**src/rtl/mouse_axis_pkg.sv**
```systemverilog
// Shared types and arithmetic helpers for the mouse-to-analog-stick emulator.
package mouse_axis_pkg;

    typedef enum logic {
        PASS  = 1'b0,
        MOUSE = 1'b1
    } own_t;

    localparam int unsigned PS2_W  = 25;
    localparam int unsigned WORD_W = 16;

    // Limit one packet delta to +/-lim.
    function automatic int clamp_step(input int d, input int lim);
        int r;
        r = d;
        if (d > lim)
            r = lim;
        else if (d < -lim)
            r = -lim;
        return r;
    endfunction

    // Add delta to acc and saturate to the signed range of a w-bit axis.
    function automatic int sat_add(input int acc, input int delta, input int w);
        int sum;
        int hi;
        int lo;
        sum = acc + delta;
        hi  = (1 << (w - 1)) - 1;
        lo  = -(1 << (w - 1));
        if (sum > hi)
            sum = hi;
        else if (sum < lo)
            sum = lo;
        return sum;
    endfunction

endpackage

```
**src/rtl/mouse_axis_acc.sv**
```systemverilog
// Single-axis saturating accumulator: scaled/clamped packet delta plus decay toward zero.
module mouse_axis_acc
    import mouse_axis_pkg::*;
#(
    parameter int unsigned AXIS_W   = 8,
    parameter int          STEP_MAX = 10,
    parameter bit          NEGATE   = 1'b0
) (
    input  logic                     clk_sys,
    input  logic                     reset_n,
    input  logic                     clr,
    input  logic                     ev,
    input  logic                     tick,
    input  logic                     sign,
    input  logic [7:0]               mag,
    input  logic [1:0]               sens,
    output logic signed [AXIS_W-1:0] acc
);

    localparam logic signed [AXIS_W-1:0] ONE = AXIS_W'(1);

    logic signed [8:0] raw;
    logic signed [8:0] shifted;
    int                delta;

    assign raw     = $signed({sign, mag});
    assign shifted = raw >>> sens;

    // Scaled, clamped and optionally inverted step for this packet
    always_comb begin
        delta = clamp_step(int'(shifted), STEP_MAX);
        if (NEGATE)
            delta = -delta;
    end

    // Release clears; a packet wins over a decay tick in the same cycle
    always_ff @(posedge clk_sys) begin
        if (!reset_n || clr)
            acc <= '0;
        else if (ev)
            acc <= AXIS_W'(sat_add(int'(acc), delta, int'(AXIS_W)));
        else if (tick && acc != '0)
            acc <= acc[AXIS_W-1] ? acc + ONE : acc - ONE;
    end

endmodule

```
**src/rtl/mouse_axis_emu.sv**
```systemverilog
// Turns PS/2 mouse motion into an absolute analog stick on a selectable controller port.
module mouse_axis_emu
    import mouse_axis_pkg::*;
#(
    parameter int unsigned NUM_PORTS = 2,
    parameter int unsigned AXIS_W    = 8,
    parameter int          STEP_MAX  = 10,
    parameter int unsigned DECAY_DIV = 65536,
    parameter bit          Y_INVERT  = 1'b0,
    localparam int unsigned SEL_W    = (NUM_PORTS > 1) ? $clog2(NUM_PORTS) : 1
) (
    input  logic                            clk_sys,
    input  logic                            reset_n,
    input  logic [PS2_W-1:0]                ps2_mouse,
    input  logic [SEL_W-1:0]                port_sel,
    input  logic                            spring,
    input  logic [1:0]                      sens,
    input  logic                            cpu_halt,
    input  logic [WORD_W*NUM_PORTS-1:0]     joy_in,
    input  logic [WORD_W*NUM_PORTS-1:0]     joya_in,
    output logic [WORD_W*NUM_PORTS-1:0]     joy_out,
    output logic [2*AXIS_W*NUM_PORTS-1:0]   joya_out,
    output logic                            mouse_active
);

    localparam int unsigned      DCNT_W    = $clog2(DECAY_DIV);
    localparam logic [DCNT_W-1:0] DCNT_LAST = DCNT_W'(DECAY_DIV - 1);
    localparam logic [DCNT_W-1:0] DCNT_ONE  = DCNT_W'(1);

    own_t                     own_q;
    own_t                     own_d;
    logic                     old_stb;
    logic [SEL_W-1:0]         old_sel;
    logic [DCNT_W-1:0]        dcnt_q;
    logic [DCNT_W-1:0]        dcnt_d;
    logic                     ev;
    logic                     sel_joya_nz;
    logic                     drop;
    logic                     wrap;
    logic                     tick;
    logic signed [AXIS_W-1:0] mx;
    logic signed [AXIS_W-1:0] my;
    logic                     unused_bits;

    assign unused_bits = ^{ps2_mouse[7:6], ps2_mouse[3:2]};

    assign ev   = ps2_mouse[24] != old_stb;
    assign drop = sel_joya_nz | cpu_halt | (port_sel != old_sel);
    assign wrap = dcnt_q == DCNT_LAST;
    assign tick = (own_q == MOUSE) && spring && !drop && wrap && !ev;

    // The selected port's own analog stick is being moved
    always_comb begin
        sel_joya_nz = 1'b0;
        for (int p = 0; p < int'(NUM_PORTS); p++) begin
            if (port_sel == SEL_W'(p) && joya_in[WORD_W*p +: WORD_W] != '0)
                sel_joya_nz = 1'b1;
        end
    end

    // Ownership next-state and decay counter; release beats a packet
    always_comb begin
        own_d  = own_q;
        dcnt_d = '0;
        if (drop)
            own_d = MOUSE == own_q ? PASS : PASS;
        else if (ev)
            own_d = MOUSE;
        if (own_q == MOUSE && spring && !drop)
            dcnt_d = wrap ? '0 : dcnt_q + DCNT_ONE;
    end

    // State registers; strobe and selection history are tracked even in reset
    always_ff @(posedge clk_sys) begin
        if (!reset_n) begin
            own_q  <= PASS;
            dcnt_q <= '0;
        end else begin
            own_q  <= own_d;
            dcnt_q <= dcnt_d;
        end
        old_stb <= ps2_mouse[24];
        old_sel <= port_sel;
    end

    mouse_axis_acc #(
        .AXIS_W   (AXIS_W),
        .STEP_MAX (STEP_MAX),
        .NEGATE   (1'b0)
    ) u_acc_x (
        .clk_sys (clk_sys),
        .reset_n (reset_n),
        .clr     (drop),
        .ev      (ev),
        .tick    (tick),
        .sign    (ps2_mouse[4]),
        .mag     (ps2_mouse[15:8]),
        .sens    (sens),
        .acc     (mx)
    );

    mouse_axis_acc #(
        .AXIS_W   (AXIS_W),
        .STEP_MAX (STEP_MAX),
        .NEGATE   (Y_INVERT)
    ) u_acc_y (
        .clk_sys (clk_sys),
        .reset_n (reset_n),
        .clr     (drop),
        .ev      (ev),
        .tick    (tick),
        .sign    (ps2_mouse[5]),
        .mag     (ps2_mouse[23:16]),
        .sens    (sens),
        .acc     (my)
    );

    // Pass-through mux with the mouse overlay on the owned port
    always_comb begin
        joy_out  = joy_in;
        joya_out = '0;
        for (int p = 0; p < int'(NUM_PORTS); p++) begin
            joya_out[2*AXIS_W*p +: AXIS_W]          = AXIS_W'($signed(joya_in[WORD_W*p +: 8]));
            joya_out[2*AXIS_W*p + AXIS_W +: AXIS_W] = AXIS_W'($signed(joya_in[WORD_W*p + 8 +: 8]));
            if (own_q == MOUSE && port_sel == SEL_W'(p)) begin
                joya_out[2*AXIS_W*p +: AXIS_W]          = mx;
                joya_out[2*AXIS_W*p + AXIS_W +: AXIS_W] = my;
                joy_out[WORD_W*p + 4 +: 2]              = ps2_mouse[1:0];
            end
        end
    end

    assign mouse_active = own_q == MOUSE;

endmodule

```
**config.mk**
```make
export PLATFORM = sky130hd
export DESIGN_NAME = mouse_axis_emu
export DESIGN_NICKNAME = d
export VERILOG_FILES = /design/src/rtl/mouse_axis_pkg.sv /design/src/rtl/mouse_axis_acc.sv /design/src/rtl/mouse_axis_emu.sv
export SDC_FILE = /design/constraint.sdc
export NUM_CORES = 1
export LEC_CHECK = 0
export ABC_AREA = 1
export BUFFER_PORTS_ARGS = -buffer_cell sky130_fd_sc_hd__buf_2
export CAP_MARGIN = 5
export CORE_MARGIN = 8
export CORE_UTILIZATION = 45
export DETAILED_ROUTE_END_ITERATION = 7
export PLACE_DENSITY_LB_ADDON = 0.08
export SYNTH_ARGS = -nofsm -noshare
export SYNTH_HDL_FRONTEND = slang
export SYNTH_HIERARCHICAL = 1
export SYNTH_SLANG_ARGS = --single-unit
```
**constraint.sdc**
```tcl
create_clock -name clk_sys -period 4.55 [get_ports clk_sys]
set_clock_uncertainty 0.2 [all_clocks]
set_input_delay 0.6825 -clock clk_sys [delete_from_list [all_inputs] [get_ports clk_sys]]
set_output_delay 0.6825 -clock clk_sys [all_outputs]
set_load 0.01 [all_outputs]
```
==> impl_results.md <==
* Max-slew headroom at between 30% and 40%
* EDFF count, synth at 0
* # setup viols final at 14
* Top Layer Used: met4
* Met3 WL at around 900 µm
* Unrepaired setup endpoints after global routing: yes
* GP Congestion at ~0.85
* Met2 wire length at ~9000 µm
* Top FF cell, synth: dfxtp_1
* Fin. Hold Viols at 0
* Slew @ Worst Pin at just under 1 ns
* Final WL at ~18000 µm
* H-Tree Level Count at 2
* Ys async rst share at 0%
* Most common cell after layout, fill and taps aside: nand2_1
* Tightest Hold Check Type: flop to flop
* # diodes at 0
* Fmax achieved at approximately 0.21 GHz
* Critical path arrival at ~4.9 ns
* Root buffer cell: clkbuf_16
* Vias in the first global route at slightly above 6000
* Post-synthesis sequential area ratio at between 10% and 20%
* Overall Power at around 1.2 mW
* Status: finished with violations
* Non-filler cells in the finished layout at ~1400
* Crit end category: flop
* Synth Area per Inst at between 6 and 7 µm²
* Largest net degree at the start of global routing at 37
* TritonCTS clock tree: yes
* Post-route ant nets at 0
* Vias/cell at 4.86
* Remaining DRCs at 0
* Wire per inst at between 10 and 15 µm
* DP Cell Count at 1305
* Most used cell, CP: nand2_2
* Gr usage total at 20.3%
* Starting Density at a little under half
* Family with the most delay on the worst path: simple AND/OR/NAND/NOR gates
* Die Ht at between 100 and 150 µm
* Slowest stage cell on the critical path: fa_2
* Finished Cell Area at approximately 0.0084 mm²
* Crit path buf inv count at 7
* Crit path time final at 4.86 ns
* Ports at approximately 160
* Post-synthesis cell area at ~0.0059 mm²
* Slowest stage delay, CP at roughly 0.48 ns
* Initial antenna violation count at 0
* First-pass GRT wire length at 28400 µm
* Critical path type: input port to flop
* Clock sinks at 35
* Max-capacitance violation count at 0
* CTS max path bufs at 2
* DR vias at 6626
* Cell Rows at slightly above 40
* First drt pass iteration count at 5
* Most frequent cells in the layout: 240 x nand2_1, 153 x buf_4, 133 x inv_1, 98 x buf_2, 76 x nor2_1
* Syn-to-layout area delta at 43.5%
* Failing checks: setup timing
* Synth unique cells at 50
* Final slew viol count at 0
* Critical Path Start Type: input port
* Core ar. at between 0.01 and 0.015 mm²
* Share of cells above drive strength 1 at about two fifths
* Port bufs at 100
* Mapped Nets at roughly 1100
* DP Area at roughly 0.007 mm²
* Crit share post-route at 107%
* WP data required at about 4.6 ns
* VDD IR max at between 0.0001 and 0.00015 V
* Die width at approximately 130 µm
* Max FO, Critical Path at 7
* #FFs+latches synth at 35
* PD cells at about 140 mW/mm²
* Setup WS post-layout at -0.309 ns
* Skew-Pair Late Insertion Delay at about 0.28 ns
* Hold_buf cts at 0
* 1st-iter DRT viols at ~300
* Synthesized instance count at ~960
* Leak at ~4.0 nW
* Total grt overflow at 0
* M1 WL at around 8000 µm
* Yosys warns at 6
* CTS buffer count at 5
* Full die area at between 0.015 and 0.02 mm²
* Final HPWL DP at about 14000 µm
* Clock-pin slew on the worst setup and hold paths at around 0.060 ns
* Final Net Count at around 1300
==> flip-flops by register name (all words and copies together) (netlist names) <==
| register | count |
|---|---|
| mouse_active | 1 |
| dcnt_q | 16 |
| old_sel | 1 |
| u_acc_x/acc | 8 |
| old_stb | 1 |
| u_acc_y/acc | 8 |
==> metal layers <==
metal / global-route usage (%) / up-vias
li1: - / 3494
met1: 25.2 / 2961
met2: 36.8 / 141
met3: 2.65 / 30
met4: 3.55 / 0
met5: 0 / -
==> through the flow <==
step,worst slack [ns],utilization [%],hold WS (ns),TNS [ns]
6_report,-0.309,66.4,0.302,-2.97
5_1_grt,-0.515,66.4,0.313,-6.60
4_1_cts,-0.143,61.7,0.300,-1.31
3_5_place_dp,-0.613,56.7,0.293,-8.08
3_3_place_gp,-0.578,56.7,0.278,-7.48
2_1_floorplan,0.00336,-,0.251,0
==> kinds of logic (layout without fill, tap and decap cells) <==
kind of cell	count (synthesis)	after routing	synth area share [%]
and+or+nand+nor	486	486	38.0
buffers and inverters	198	430	15.2
AOI/OAI and AO/OA	153	153	14.6
adders and majority gates	61	61	16.4
DFF	35	35	12.0
xor gates and xnor gates	19	19	2.84
muxes	6	6	1.03
==> worst register-to-register path, cell delays in order (launching register included) <==
cell	delay, ns
dfxtp_1	0.50
ha_2	0.25
inv_2	0.05
fa_2	0.36
inv_2	0.07
nand3_1	0.08
nand3_2	0.10
nand2_2	0.09
nand2_4	0.09
a21oi_1	0.08
fa_2	0.45
nor4_2	0.29
nand2_1	0.10
nor2_2	0.11
nand3_2	0.09
nand2_4	0.12
a21oi_2	0.06
nand2_1	0.08
nand2_1	0.06
a21oi_2	0.13
==> final timing paths <==
path	startpoint	end	slack, ns	cells after the start
worst min-delay path	dcnt_q[0]	dcnt_q[0]	0.30	1
worst max-delay path	sens[0]	u_acc_x/acc[0]	-0.31	31
worst min register to register	dcnt_q[0]	dcnt_q[0]	0.30	1
worst max register to register	u_acc_x/acc[0]	u_acc_x/acc[0]	1.12	19
==> synthesized netlist by cell type (2+ instances only) <==
cell      count  area (µm²)
nand2_1     257         965
inv_1       149         559
nor2_1       83         312
o21ai_0      67         335
a21oi_1      54         270
nand3_1      54         270
dfxtp_1      35         701
ha_1         35         438
buf_4        31         233
fa_1         26         521
nand2_2      17         106
nor3_1       16        80.1
nand4_1      14        87.6
nor3_2       10         100
xor2_1       10        87.6
o21ai_1       9        45.0
xnor2_1       9        78.8
nor2_2        8        50.1
inv_2         7        26.3
nand3_2       7        70.1
clkbuf_1      6        22.5
mux2i_1       6        60.1
o21bai_1      6        45.0
a21oi_2       5        43.8
nand2_4       3        33.8
nor4_1        3        18.8
o211ai_1      3        22.5
nand3_4       2        35.0
o21a_1        2        15.0
or2_0         2        12.5
or2_1         2        12.5
or2_2         2        12.5
==> cell type report <==
type,instances,area (µm²)
Clock buffer,6,129
Clock inverter,2,12.5
Fill cell,1154,4260
Inverter,157,614
Multi-Input combinational cell,725,4910
Sequential cell,35,701
Tap cell,172,215
Timing Repair Buffer,265,1830
==> repair_timing <==
item                                    in CTS  in global routing
endpoints found under the setup margin      14                 14
pin swaps                                   51                 94
endpoints found under the hold margin        0                  0
cloned                                       2                  0
setup buffers                               30                 18
gates resized for setup                     73                100
==> where the power goes <==
part / total, mW / switching [mW] / internal (mW)
Sequential: 0.308 / 0.000427 / 0.307
Clock: 0.335 / 0.133 / 0.202
Combinational: 0.509 / 0.271 / 0.238
Total: 1.15 / 0.404 / 0.748
Power figures use the tool's default switching activity.
